[src/rtl/prog_loader.sv]
// Program loader: assembles a framed, checksummed byte stream into 25-bit
// instruction words, writes them to InstMEM and holds the core until a load completes.
module prog_loader #(
  parameter int          INST_W = 25,
  parameter int          ADDR_W = 8,
  parameter logic [7:0]  HDR    = 8'hA5
) (
  input  logic              clk,
  input  logic              Reset,
  input  logic [7:0]        ByteIn,
  input  logic              ByteValid,
  output logic              ByteReady,
  output logic              InstWrite,
  output logic [ADDR_W-1:0] InstAddress,
  output logic [INST_W-1:0] InstData,
  output logic              CoreHold,
  output logic              LoadDone,
  output logic              LoadError
);

  localparam int CNT_W = ADDR_W + 1;
  localparam int ASM_W = INST_W - 1;

  typedef enum logic [2:0] {
    S_IDLE,
    S_COUNT,
    S_DATA,
    S_WRITE,
    S_CHECK,
    S_DONE,
    S_ERR
  } state_e;

  state_e              state_q,       state_d;
  logic                byte_ready_q,  byte_ready_d;
  logic                inst_write_q,  inst_write_d;
  logic [ADDR_W-1:0]   inst_addr_q,   inst_addr_d;
  logic [INST_W-1:0]   inst_data_q,   inst_data_d;
  logic                core_hold_q,   core_hold_d;
  logic                load_done_q,   load_done_d;
  logic                load_error_q,  load_error_d;
  logic [ASM_W-1:0]    asm_q,         asm_d;
  logic [1:0]          byte_cnt_q,    byte_cnt_d;
  logic [CNT_W-1:0]    inst_cnt_q,    inst_cnt_d;
  logic [7:0]          csum_q,        csum_d;
  logic                accept;

  assign accept = ByteValid && byte_ready_q;

  always_comb begin
    // NOTE: every _d starts from its held value so no path through the case infers a latch.
    state_d      = state_q;
    inst_write_d = 1'b0;
    inst_addr_d  = inst_addr_q;
    inst_data_d  = inst_data_q;
    asm_d        = asm_q;
    byte_cnt_d   = byte_cnt_q;
    inst_cnt_d   = inst_cnt_q;
    csum_d       = csum_q;

    unique case (state_q)
      S_IDLE, S_DONE, S_ERR: begin
        if (accept && ByteIn == HDR) state_d = S_COUNT;
      end

      S_COUNT: begin
        if (accept) begin
          // A count of zero stands for a full 256-instruction image.
          inst_cnt_d  = (ByteIn == 8'd0) ? CNT_W'(256) : CNT_W'(ByteIn);
          csum_d      = ByteIn;
          inst_addr_d = '0;
          byte_cnt_d  = 2'd0;
          state_d     = S_DATA;
        end
      end

      S_DATA: begin
        if (accept) begin
          csum_d = csum_q + ByteIn;
          if (byte_cnt_q == 2'd3) begin
            byte_cnt_d = 2'd0;
            // Only bit 0 of the top byte lands in the word; anything else is a corrupt image.
            if (ByteIn[7:1] != 7'd0) begin
              state_d = S_ERR;
            end else begin
              inst_data_d  = {ByteIn[0], asm_q};
              inst_write_d = 1'b1;
              state_d      = S_WRITE;
            end
          end else begin
            asm_d      = {ByteIn, asm_q[ASM_W-1:8]};
            byte_cnt_d = byte_cnt_q + 2'd1;
          end
        end
      end

      S_WRITE: begin
        inst_addr_d = inst_addr_q + 1'b1;
        inst_cnt_d  = inst_cnt_q - CNT_W'(1);
        state_d     = (inst_cnt_q == CNT_W'(1)) ? S_CHECK : S_DATA;
      end

      S_CHECK: begin
        if (accept) state_d = (ByteIn == csum_q) ? S_DONE : S_ERR;
      end

      default: state_d = S_IDLE;
    endcase

    // Status outputs are registered from the next state so they line up with it.
    byte_ready_d = (state_d != S_WRITE);
    core_hold_d  = (state_d != S_DONE);
    load_done_d  = (state_d == S_DONE);
    load_error_d = (state_d == S_ERR);
  end

  // NOTE: sequential state uses non-blocking assignments only, so every flop samples pre-edge values.
  always_ff @(posedge clk or negedge Reset) begin
    if (!Reset) begin
      state_q      <= S_IDLE;
      byte_ready_q <= 1'b0;
      inst_write_q <= 1'b0;
      inst_addr_q  <= '0;
      inst_data_q  <= '0;
      core_hold_q  <= 1'b1;
      load_done_q  <= 1'b0;
      load_error_q <= 1'b0;
      asm_q        <= '0;
      byte_cnt_q   <= 2'd0;
      inst_cnt_q   <= '0;
      csum_q       <= 8'd0;
    end else begin
      state_q      <= state_d;
      byte_ready_q <= byte_ready_d;
      inst_write_q <= inst_write_d;
      inst_addr_q  <= inst_addr_d;
      inst_data_q  <= inst_data_d;
      core_hold_q  <= core_hold_d;
      load_done_q  <= load_done_d;
      load_error_q <= load_error_d;
      asm_q        <= asm_d;
      byte_cnt_q   <= byte_cnt_d;
      inst_cnt_q   <= inst_cnt_d;
      csum_q       <= csum_d;
    end
  end

  assign ByteReady   = byte_ready_q;
  assign InstWrite   = inst_write_q;
  assign InstAddress = inst_addr_q;
  assign InstData    = inst_data_q;
  assign CoreHold    = core_hold_q;
  assign LoadDone    = load_done_q;
  assign LoadError   = load_error_q;

endmodule

[config.mk]
export PLATFORM = sky130hd
export DESIGN_NAME = prog_loader
export DESIGN_NICKNAME = d
export VERILOG_FILES = /design/src/rtl/prog_loader.sv
export SDC_FILE = /design/constraint.sdc
export NUM_CORES = 1
export LEC_CHECK = 0
export BUFFER_PORTS_ARGS = -buffer_cell sky130_fd_sc_hd__clkbuf_2
export CORE_AREA = 2 2 104 106
export CTS_CLUSTER_SIZE = 8
export DETAILED_ROUTE_END_ITERATION = 8
export DIE_AREA = 0 0 106 108
export GPL_TIMING_DRIVEN = 0
export HOLD_SLACK_MARGIN = 0.06
export PLACE_DENSITY = 0.61
export SETUP_SLACK_MARGIN = 0.4
export SLEW_MARGIN = 40
export SYNTH_ARGS = -nofsm -noshare
export SYNTH_HDL_FRONTEND = slang
export SYNTH_SLANG_ARGS = --single-unit
[constraint.sdc]
create_clock -name clk -period 2.32 [get_ports clk]
set_input_delay 0.348 -clock clk [delete_from_list [all_inputs] [get_ports clk]]
set_output_delay 0.348 -clock clk [all_outputs]
set_load 0.005 [all_outputs]
==> flow_results.xml <==
<?xml version="1.0" encoding="UTF-8"?>
<metrics>
  <group name="status">
    <metric name="outcome" unit="">completed</metric>
  </group>
  <group name="logic_synthesis">
    <metric name="netlist-cell-type-count" unit="">53</metric>
    <metric name="postSynthCellCount" unit="">334</metric>
    <metric name="synthDominantAreaCellType" unit="">dfrtp_1</metric>
    <metric name="async_sr_flop_fraction" unit="%">100</metric>
    <metric name="synth_seq_area_share" unit="%">52.6</metric>
    <metric name="ys_seq_elements" unit="">84</metric>
    <metric name="synthTopCellsByCount" unit="">83 x dfrtp_1, 33 x mux2_2, 27 x nand2_1</metric>
    <metric name="synth_top_cell_area_share" unit="%">51.9</metric>
    <metric name="synth_flop_cell" unit="">dfrtp_1</metric>
    <metric name="syn_avg_cell_area" unit="um^2">12.0</metric>
    <metric name="synth_edf_count" unit="">0</metric>
    <metric name="ys_top_cells_by_area" unit="">dfrtp_1 52%, mux2_2 9.3%, mux2_4 6.8%</metric>
    <metric name="synthesis.nets" unit="">357</metric>
    <metric name="netlist_area" unit="mm^2">0.00400</metric>
    <metric name="synth.most_common_cell" unit="">dfrtp_1</metric>
    <metric name="yosysWarnings" unit="">0</metric>
  </group>
  <group name="clock_network">
    <metric name="cts_root_buf" unit="">clkbuf_8</metric>
    <metric name="clock_tree_from_tritoncts" unit="">done</metric>
    <metric name="worstSkewPairLatency" unit="ns">0.37</metric>
    <metric name="clock_sink_count" unit="">84</metric>
    <metric name="maximum_buffer_depth_of_the_clock_tree" unit="">2</metric>
    <metric name="cts_inserted_buffers" unit="">9</metric>
    <metric name="cts.clk_slew.worst_paths" unit="ns">0.09</metric>
    <metric name="cts_max_level" unit="">3</metric>
  </group>
  <group name="global_routing">
    <metric name="grt_remaining_overflow" unit="">0</metric>
    <metric name="grt_antenna_before_repair" unit="">0</metric>
    <metric name="grt_max_degree" unit="">58</metric>
    <metric name="gr-usage-all-layers" unit="%">16.9</metric>
    <metric name="via_count_of_the_first_global_routing_pass" unit="">2910</metric>
    <metric name="grt_first_pass_wirelength" unit="mm">15.0</metric>
  </group>
  <group name="detailed_routing">
    <metric name="detail_route.vias_per_cell" unit="">5.21</metric>
    <metric name="first_iter_violations" unit="">116</metric>
    <metric name="postRouteWirelength" unit="mm">9.27</metric>
    <metric name="detail_route.drc_violations" unit="">0</metric>
    <metric name="vias" unit="">2941</metric>
    <metric name="avgRoutedWirePerCell" unit="um">16.4</metric>
    <metric name="antenna_violating_nets_post_route" unit="">0</metric>
    <metric name="detailedRoute.firstPassIterationCount" unit="">4</metric>
  </group>
  <group name="timing">
    <metric name="hold_violations" unit="">0</metric>
    <metric name="timing.final.setup_violations" unit="">0</metric>
    <metric name="finalWorstPathRequiredPeriod" unit="ns">2.06</metric>
    <metric name="final-max-slew-violation-count" unit="">0</metric>
    <metric name="grt_setup_unrepaired" unit="">true</metric>
    <metric name="worst-slew-pin-transition" unit="ns">0.551</metric>
    <metric name="max_freq" unit="MHz">484</metric>
    <metric name="timing.max_slew.rel_slack" unit="%">63.0</metric>
    <metric name="fin_worst_skew" unit="ns">0.0178</metric>
    <metric name="final_min_period_over_clock_period" unit="%">89.0</metric>
    <metric name="post_route_setup_tns" unit="ns">0</metric>
  </group>
  <group name="floorplan">
    <metric name="top_level_ports" unit="">49</metric>
    <metric name="floorplan.die_area" unit="mm^2">0.0114</metric>
    <metric name="placement_rows" unit="">37</metric>
    <metric name="floorplan.initialDensity" unit="%">39.1</metric>
    <metric name="fp.coreArea" unit="mm^2">0.0102</metric>
    <metric name="die_w" unit="um">106</metric>
    <metric name="die-height" unit="um">108</metric>
  </group>
  <group name="setup_path">
    <metric name="crit_path_class" unit="">flop to flop</metric>
    <metric name="crit_path_end_kind" unit="">flop</metric>
    <metric name="cp_data_arrival_time" unit="ns">2.32</metric>
    <metric name="timing.critical_path.required" unit="ns">2.57</metric>
    <metric name="worst_setup_path_start_kind" unit="">flop</metric>
    <metric name="critical_path.max_fanout" unit="">5</metric>
  </group>
  <group name="finish">
    <metric name="syn_to_final_growth" unit="%">30.1</metric>
    <metric name="n_antenna_cell" unit="">0</metric>
    <metric name="drive_above_1_share" unit="%">43.5</metric>
    <metric name="final_area" unit="mm^2">0.00520</metric>
    <metric name="final_cells" unit="">564</metric>
    <metric name="fin_nets" unit="">446</metric>
  </group>
  <group name="worst_hold_path">
    <metric name="holdCritPathClass" unit="">input port to flop</metric>
  </group>
  <group name="place">
    <metric name="dpl.hpwl" unit="mm">5.97</metric>
    <metric name="io_buffer_count" unit="">47</metric>
    <metric name="gp_routability_congestion" unit="">0.851</metric>
    <metric name="placedCellCount" unit="">518</metric>
    <metric name="post_dp_cell_area" unit="mm^2">0.00446</metric>
  </group>
  <group name="run">
    <metric name="max_cap_viol_count" unit="">0</metric>
  </group>
  <group name="pwr">
    <metric name="power.density" unit="mW/mm^2">869</metric>
    <metric name="total_leakage_power" unit="uW">0.00244</metric>
    <metric name="max-vdd-ir-drop" unit="mV">0.358</metric>
  </group>
</metrics>
[state kept, by name, indices dropped and copies added, names as in the netlist]
name and flops:
InstData 25, asm_q 24, inst_cnt_q 9, InstAddress 8, csum_q 8, state_q 3
byte_cnt_q 2, ByteReady 1, CoreHold 1, InstWrite 1, LoadDone 1, LoadError 1
[power by group]
| part | leakage, uW | internal [uW] | switching [uW] |
|---|---|---|---|
| clock | 0.000108 | 618 | 570 |
| combinational | 0.00129 | 753 | 608 |
| sequential | 0.00104 | 1750 | 221 |
[cells by family after synthesis]
family          Yosys count  synth area share, %
xor+xnor                  6                 1.31
fa+ha+maj                13                 4.19
compound gates           60                 10.1
buf+inv                  24                 3.44
simple gates             95                 12.1
mux                      52                 16.3
flops                    84                 52.6
[repair_timing]
item | CTS | global route
buffers inserted | 20 | 6
hold buffers | 1 | 0
endpoints found under the hold margin | 27 | 0
gates resized for setup | 35 | 25
setup endpoints to repair | 66 | 64
pin swaps | 9 | 8
gates cloned | 1 | 2
[metal layers]
layer	wire, um	global-route usage (%)
met3	319	3.92
met4	178	5.92
met5	0	0
met1	4340	22.9
met2	4430	26.6
[worst max-delay path: stages, from the launching register on]
cell and delay (ns):
dfrtp_1 0.38, buf_6 0.11, or3b_1 0.35, clkbuf_8 0.16
nor2_4 0.11, nand2_4 0.09, nor2_8 0.19, buf_12 0.14
buf_12 0.12, mux2_4 0.29
[area by class of cell]
type | count | area [um^2]
Buffer | 14 | 136
Clock buffer | 10 | 128
Clock inverter | 6 | 93.8
Fill cell | 907 | 5030
Inverter | 10 | 37.5
Multi-Input combinational cell | 226 | 1940
Sequential cell | 84 | 2100
Tap cell | 136 | 170
Timing Repair Buffer | 78 | 598
[metrics by stage]
stage / total power [uW] / hold WS, ns / utilization (%) / setup slack, ns
2_1_floorplan: 2680 / 0.0524 / - / 0.214
3_3_place_gp: 2900 / 0.471 / 43.3 / -0.0923
3_5_place_dp: 2950 / 0.254 / 43.6 / -0.112
4_1_cts: 4380 / 0.239 / 49.1 / 0.250
5_1_grt: 4790 / 0.244 / 50.9 / 0.193
6_report: 4520 / 0.250 / 50.9 / 0.256
[worst paths after layout]
check | cells after the start | to | startpoint | slack (ns)
min in group asynchronous | 2 | InstData[9] | Reset | 0.42
max in group asynchronous | 3 | CoreHold | Reset | 1.30
worst max-delay path | 9 | InstData[7] | state_q[0] | 0.26
worst min-delay path | 2 | csum_q[7] | ByteIn[7] | 0.25
worst min register to register | 1 | byte_cnt_q[0] | byte_cnt_q[0] | 0.49
worst max register to register | 9 | InstData[7] | state_q[0] | 0.26
[layout by cell type (no fill, tap or decap), types with 10 or more instances in the layout]
master    Yosys  layout
dfrtp_1      83      82
clkbuf_2      0      49
nand2_1      27      27
mux2_2       33      27
mux2_4       18      24
o21ai_0      21      20
buf_4         0      20
nand3_1      17      17
nor2_1       19      16
clkbuf_8      0      11
inv_1        10      10
Note: power is estimated with default switching activity, not from simulation.
